<file path="src/rtl/line_transfer_engine_pkg.sv">
// Shared types for the line transfer engine.
// Holds the transfer FSM states and the array op-size encoding.
package torrence_types;

  typedef enum logic [1:0] {
    SZ_BYTE = 2'd0,
    SZ_HALF = 2'd1,
    SZ_WORD = 2'd2
  } memory_operation_size_e;

  localparam memory_operation_size_e BYTE = SZ_BYTE;
  localparam memory_operation_size_e WORD = SZ_WORD;

  typedef enum logic [2:0] {
    IDLE,
    WB_SEND,
    FILL_REQ,
    FILL_WAIT,
    DONE
  } xfer_state_e;

endpackage

</file>
<file path="src/rtl/line_transfer_engine_counter.sv">
// Wrap-around word pointer plus terminal beat counter.
// Load sets the start word; each step advances both.
module line_word_counter #(
  parameter int WORDS_PER_LINE = 8,
  parameter int WORD_W = $clog2(WORDS_PER_LINE)
) (
  input  logic              clk,
  input  logic              rst_n,
  input  logic              load,
  input  logic [WORD_W-1:0] start,
  input  logic              step,
  output logic [WORD_W-1:0] wp,
  output logic              last
);

  logic [WORD_W-1:0] wp_q, wp_d;
  logic [WORD_W-1:0] bc_q, bc_d;

  always_comb begin
    wp_d = wp_q;
    bc_d = bc_q;
    if (load) begin
      wp_d = start;
      bc_d = '0;
    end else if (step) begin
      wp_d = wp_q + 1'b1;
      bc_d = bc_q + 1'b1;
    end
  end

  always_ff @(posedge clk or negedge rst_n) begin
    if (!rst_n) begin
      wp_q <= '0;
      bc_q <= '0;
    end else begin
      wp_q <= wp_d;
      bc_q <= bc_d;
    end
  end

  assign wp   = wp_q;
  assign last = (bc_q == WORD_W'(WORDS_PER_LINE - 1));

endmodule

</file>
<file path="src/rtl/line_transfer_engine.sv">
// Cache line fill / writeback engine, one word per memory beat.
// TORRENCE_CRITICAL_WORD_FIRST_EN: fills start at req_word.
module line_transfer_engine
  import torrence_types::*;
#(
  parameter int XLEN           = 32,
  parameter int NUM_SETS       = 4,
  parameter int SET_SIZE       = 2,
  parameter int WORDS_PER_LINE = 8,
  parameter int ASSOC          = 1,
  parameter int WAY_W  = (ASSOC > 1) ? $clog2(ASSOC) : 1,
  parameter int WORD_W = $clog2(WORDS_PER_LINE),
  parameter int TAG_SIZE = XLEN - SET_SIZE - WORD_W - 2
) (
  input  logic                clk,
  input  logic                rst_n,
  input  logic                req_valid,
  output logic                req_ready,
  input  logic                req_writeback,
  input  logic [SET_SIZE-1:0] req_set,
  input  logic [WAY_W-1:0]    req_way,
  input  logic [TAG_SIZE-1:0] req_tag,
  input  logic [WORD_W-1:0]   req_word,
  output logic                done,
  output logic                arr_write,
  output logic [SET_SIZE-1:0] arr_set,
  output logic [WAY_W-1:0]    arr_way,
  output logic [WORD_W-1:0]   arr_word,
  output logic [XLEN-1:0]     arr_wdata,
  input  logic [XLEN-1:0]     arr_rdata,
  output logic                mem_req_valid,
  input  logic                mem_req_ready,
  output logic                mem_req_we,
  output logic [XLEN-1:0]     mem_addr,
  output logic [XLEN-1:0]     mem_wdata,
  input  logic                mem_rsp_valid,
  input  logic [XLEN-1:0]     mem_rsp_rdata
);

  if (NUM_SETS > (1 << SET_SIZE)) begin : g_bad_sets
    $error("NUM_SETS does not fit SET_SIZE");
  end

  xfer_state_e         state_q, state_d;
  logic [SET_SIZE-1:0] set_q, set_d;
  logic [WAY_W-1:0]    way_q, way_d;
  logic [TAG_SIZE-1:0] tag_q, tag_d;
  logic                wb_q, wb_d;
  logic                load, step, last;
  logic [WORD_W-1:0]   wp, start_word;

`ifdef TORRENCE_CRITICAL_WORD_FIRST_EN
  assign start_word = req_writeback ? '0 : req_word;
`else
  logic unused_req_word;
  assign unused_req_word = ^req_word;
  assign start_word = '0;
`endif

  line_word_counter #(
    .WORDS_PER_LINE(WORDS_PER_LINE),
    .WORD_W(WORD_W)
  ) u_cnt (
    .clk  (clk),
    .rst_n(rst_n),
    .load (load),
    .start(start_word),
    .step (step),
    .wp   (wp),
    .last (last)
  );

  always_comb begin
    state_d       = state_q;
    set_d         = set_q;
    way_d         = way_q;
    tag_d         = tag_q;
    wb_d          = wb_q;
    load          = 1'b0;
    step          = 1'b0;
    req_ready     = 1'b0;
    done          = 1'b0;
    arr_write     = 1'b0;
    mem_req_valid = 1'b0;
    mem_req_we    = 1'b0;
    unique case (state_q)
      IDLE: begin
        req_ready = 1'b1;
        if (req_valid) begin
          load    = 1'b1;
          set_d   = req_set;
          way_d   = req_way;
          tag_d   = req_tag;
          wb_d    = req_writeback;
          state_d = req_writeback ? WB_SEND : FILL_REQ;
        end
      end
      WB_SEND: begin
        mem_req_valid = 1'b1;
        mem_req_we    = 1'b1;
        if (mem_req_ready) begin
          step = 1'b1;
          if (last) state_d = DONE;
        end
      end
      FILL_REQ: begin
        mem_req_valid = 1'b1;
        if (mem_req_ready) state_d = FILL_WAIT;
      end
      FILL_WAIT: begin
        if (mem_rsp_valid) begin
          arr_write = 1'b1;
          step      = 1'b1;
          state_d   = last ? DONE : FILL_REQ;
        end
      end
      DONE: begin
        done    = 1'b1;
        state_d = IDLE;
      end
      default: state_d = IDLE;
    endcase
  end

  always_ff @(posedge clk or negedge rst_n) begin
    if (!rst_n) begin
      state_q <= IDLE;
      set_q   <= '0;
      way_q   <= '0;
      tag_q   <= '0;
      wb_q    <= 1'b0;
    end else begin
      state_q <= state_d;
      set_q   <= set_d;
      way_q   <= way_d;
      tag_q   <= tag_d;
      wb_q    <= wb_d;
    end
  end

  assign arr_set   = set_q;
  assign arr_way   = way_q;
  assign arr_word  = wp;
  assign arr_wdata = mem_rsp_rdata;
  assign mem_addr  = {tag_q, set_q, wp, 2'b00};
  assign mem_wdata = arr_rdata;

  logic unused_wb;
  assign unused_wb = wb_q;

endmodule

</file>
<file path="config.mk">
export PLATFORM = sky130hd
export DESIGN_NAME = line_transfer_engine
export DESIGN_NICKNAME = d
export VERILOG_FILES = /design/src/rtl/line_transfer_engine_pkg.sv /design/src/rtl/line_transfer_engine_counter.sv /design/src/rtl/line_transfer_engine.sv
export SDC_FILE = /design/constraint.sdc
export NUM_CORES = 1
export LEC_CHECK = 0
export ABC_CLOCK_PERIOD_IN_PS = 2600
export BUFFER_PORTS_ARGS = -buffer_cell sky130_fd_sc_hd__buf_2
export CAP_MARGIN = 20
export CORE_ASPECT_RATIO = 2
export CORE_MARGIN = 10
export CORE_UTILIZATION = 40
export CTS_CLUSTER_SIZE = 16
export DETAILED_ROUTE_END_ITERATION = 16
export PLACE_DENSITY = 0.9
export REMOVE_ABC_BUFFERS = 1
export SLEW_MARGIN = 20
export SYNTH_ARGS = -nofsm -noshare
export SYNTH_HDL_FRONTEND = slang
export SYNTH_SLANG_ARGS = --single-unit
</file>
<file path="constraint.sdc">
create_clock -name clk -period 2.6 [get_ports clk]
set_clock_uncertainty 0.15 [all_clocks]
set_input_delay 0.39 -clock clk [delete_from_list [all_inputs] [get_ports clk]]
set_output_delay 0.39 -clock clk [all_outputs]
set_load 0.005 [all_outputs]
</file>
==> metrics.txt <==
Antenna Nets Post-Route 0; Hold Vio Cnt, Final 0; status complete, no violations; Core ar. 0.00542 mm2; largest family of logic cells by synthesized area buffers and inverters; Slew headroom 42.3%; RSZ-0062 raised after global routing false; Fillers 544; endpoints failing setup 0; CP required 2.06 ns; reg2reg end tag_q[21]$_DFFE_PN0P_; post-synthesis simple-gate area fraction 5.74%; largest net degree at the start of global routing 38; pwr/cell area 1290 mW/mm2; die height 126 um; Root Driver clkbuf_8; worst r2r src state_q[0]$_DFFE_PN0P_; Synth top area share 41.2%; total setup buffers inserted after CTS 0; number of core rows 38; leading cell type in the layout, fill and taps excluded buf_2; Setup crit end kind output port; Post-Synthesis Cells 190; initial core utilization 41.4%; CTS Buf Count 5; hpwl dp 9550 um; die width 73.0 um; Mapped Avg Cell Area 11.8 um2; DR vias 1373; final period utilization 79.7%; R2R cell count 4; Ports 208; drt drc 0; dominant cell type by area after synthesis dfrtp_1; async set-reset flop share out of synthesis 100%; Placer Congestion 0.915; final instance area 0.00220 mm2; post-route setup TNS 0 ns; Synth area leaders dfrtp_1, buf_4, mux2_4; number of synthesized flops with an enable pin 0; die footprint 0.00919 mm2; fmax 483 MHz; clk_lat worst skew 0.29 ns; crit path time final 2.07 ns; Clock Sinks 37; antenna fix cells 0; CP Cell Sequence nor2b_1 -> and3_1 -> buf_2; synth unique cells 29; length of the first detailed-routing pass in iterations 4; area post-placement 0.00212 mm2; Total Wirelength 10500 um; Worst Hold Class primary input to async pin; crit-path leading delay family simple AND/OR/NAND/NOR gates; Slew Limit Fails 0; share of layout cells above drive strength 1 57.4%; commonest non-fill, non-tap cells in the layout buf_2, dfrtp_1, mux2_4; XOR/XNOR Fraction of Synth Area 0.390%; Iter 0 DRT Violations 31; clock-pin slew on the worst setup and hold paths 0.07 ns; flop2flop setup slack 0.54 ns; Avg WL per Cell 41.0 um; final net count 301; area grow syn2layout -1.95%; Max VDD drop 0.668 mV; first-pass GRT wire length 13200 um; Worst Tran Pin Value 0.866 ns; Top FF cell, synth dfrtp_1; multi-input logic area 709 um2; IO Port Bufs 74; DR vias/cell 5.34; mux cell area share after synthesis 19.2%; CP max FO 9; remaining global-route overflow 0; post-CTS sizing 0; H-Tree Depth 2; Post-Syn Area 0.00225 mm2; Yosys reg bits 37; Seq/Total Area, Yosys 41.2%; Slowest Stage Delay on Critical Path 0.53 ns; slowest library cell on the worst path dfrtp_1; CP startpoint kind flip-flop; CTS tree yes; Synthesis Warnings 0; Tot GR Track Use 21.8%; leakage 1.12 nW; number of global-route vias before repair 1450; initial antenna violation count 0; max_cap viols 0; Worst Path Buf+Inv 1; # hold bufs at CTS 0; critical path arrival 1.53 ns; Clock Path Buffers 2; Crit Path Class flip-flop to output port; FF+latch area 926 um2; area fraction in compound gates after synthesis 4.23%; Adder-Cell Fraction of Synth Area 1.67%
worst max-delay path by stage:
stage                     depth (start not counted)  slack (ns)                     end                   start
after floorplan                                   3        0.55  arr_set[0]$_DFFE_PN0P_  state_q[1]$_DFFE_PN0P_
after global placement                            5        0.57   tag_q[18]$_DFFE_PN0P_               req_valid
after detailed placement                          5        0.55   tag_q[21]$_DFFE_PN0P_               req_valid
after CTS                                         3        0.53               arr_write  state_q[2]$_DFFE_PN0P_
after global routing                              3        0.44               arr_write  state_q[2]$_DFFE_PN0P_
final                                             3        0.53               arr_write  state_q[2]$_DFFE_PN0P_
layer usage:
| layer | part of all wire, % | global-route usage [%] | vias up | wire length [um] |
|---|---|---|---|---|
| met5 | 0 | 0 | - | 0 |
| met4 | 1.6 | 5.39 | 0 | 164 |
| met3 | 26 | 26.4 | 9 | 2700 |
| met2 | 58 | 42.1 | 174 | 6070 |
| met1 | 15 | 8.66 | 618 | 1600 |
| li1 | - | - | 572 | - |
final cells by class:
type	count	share of cell area, %
sequential	37	42.0
clock buffer	7	3.92
timing repair buffer	76	18.1
inverter	2	0.341
tap	60	3.41
multi-input combinational	75	32.2
cell usage after synthesis (3+ instances only):
cell,n
buf_4,71
mux2i_1,3
o21ai_0,6
buf_12,3
mux2_2,9
ha_1,3
dfrtp_1,37
nand3_1,4
nor2_1,3
a21oi_1,7
mux2_4,20
per-stage QoR:
stage / util (%) / total power [mW] / instances / setup WS, ns / hold slack (ns)
global route: 40.6 / 3.03 / 257 / 0.440 / 0.104
global placement: 39.0 / 2.37 / 250 / 0.571 / 0.331
floorplan: - / 1.85 / 114 / 0.553 / -0.0556
CTS: 40.6 / 2.87 / 257 / 0.531 / 0.0706
finish: 40.6 / 2.83 / 257 / 0.528 / 0.0583
detailed placement: 39.0 / 2.44 / 250 / 0.552 / 0.337
flip-flops by register name (all words and copies together), names as in the netlist:
| signal | cells |
|---|---|
| tag_q | 25 |
| u_cnt.bc_q | 3 |
| u_cnt.wp | 3 |
| arr_set | 2 |
| arr_way | 1 |
| state_q | 3 |
where the power goes:
part | internal, mW | leakage (nW) | total, mW | switching, mW
logic | 0.767 | 0.630 | 1.35 | 0.583
registers | 0.872 | 0.447 | 1.07 | 0.198
clock network | 0.211 | 0.0443 | 0.414 | 0.204
worst reg2reg max path, cell delays in order, from the launching register on:
cell and delay [ns]:
dfrtp_1 0.46, or3b_4 0.48, nor2_8 0.26, buf_12 0.24
mux2_2 0.36
kinds of logic (layout without fill, tap and decap cells):
group | count (synthesis) | count (layout)
AOI/OAI and AO/OA | 17 | 17
muxes | 32 | 32
other | 1 | 2
buffers and inverters | 79 | 85
xor gates and xnor gates | 1 | 1
adders and majority gates | 3 | 3
DFF | 37 | 37
and+or+nand+nor | 20 | 20
No activity file was read; power rests on OpenSTA's default activity.
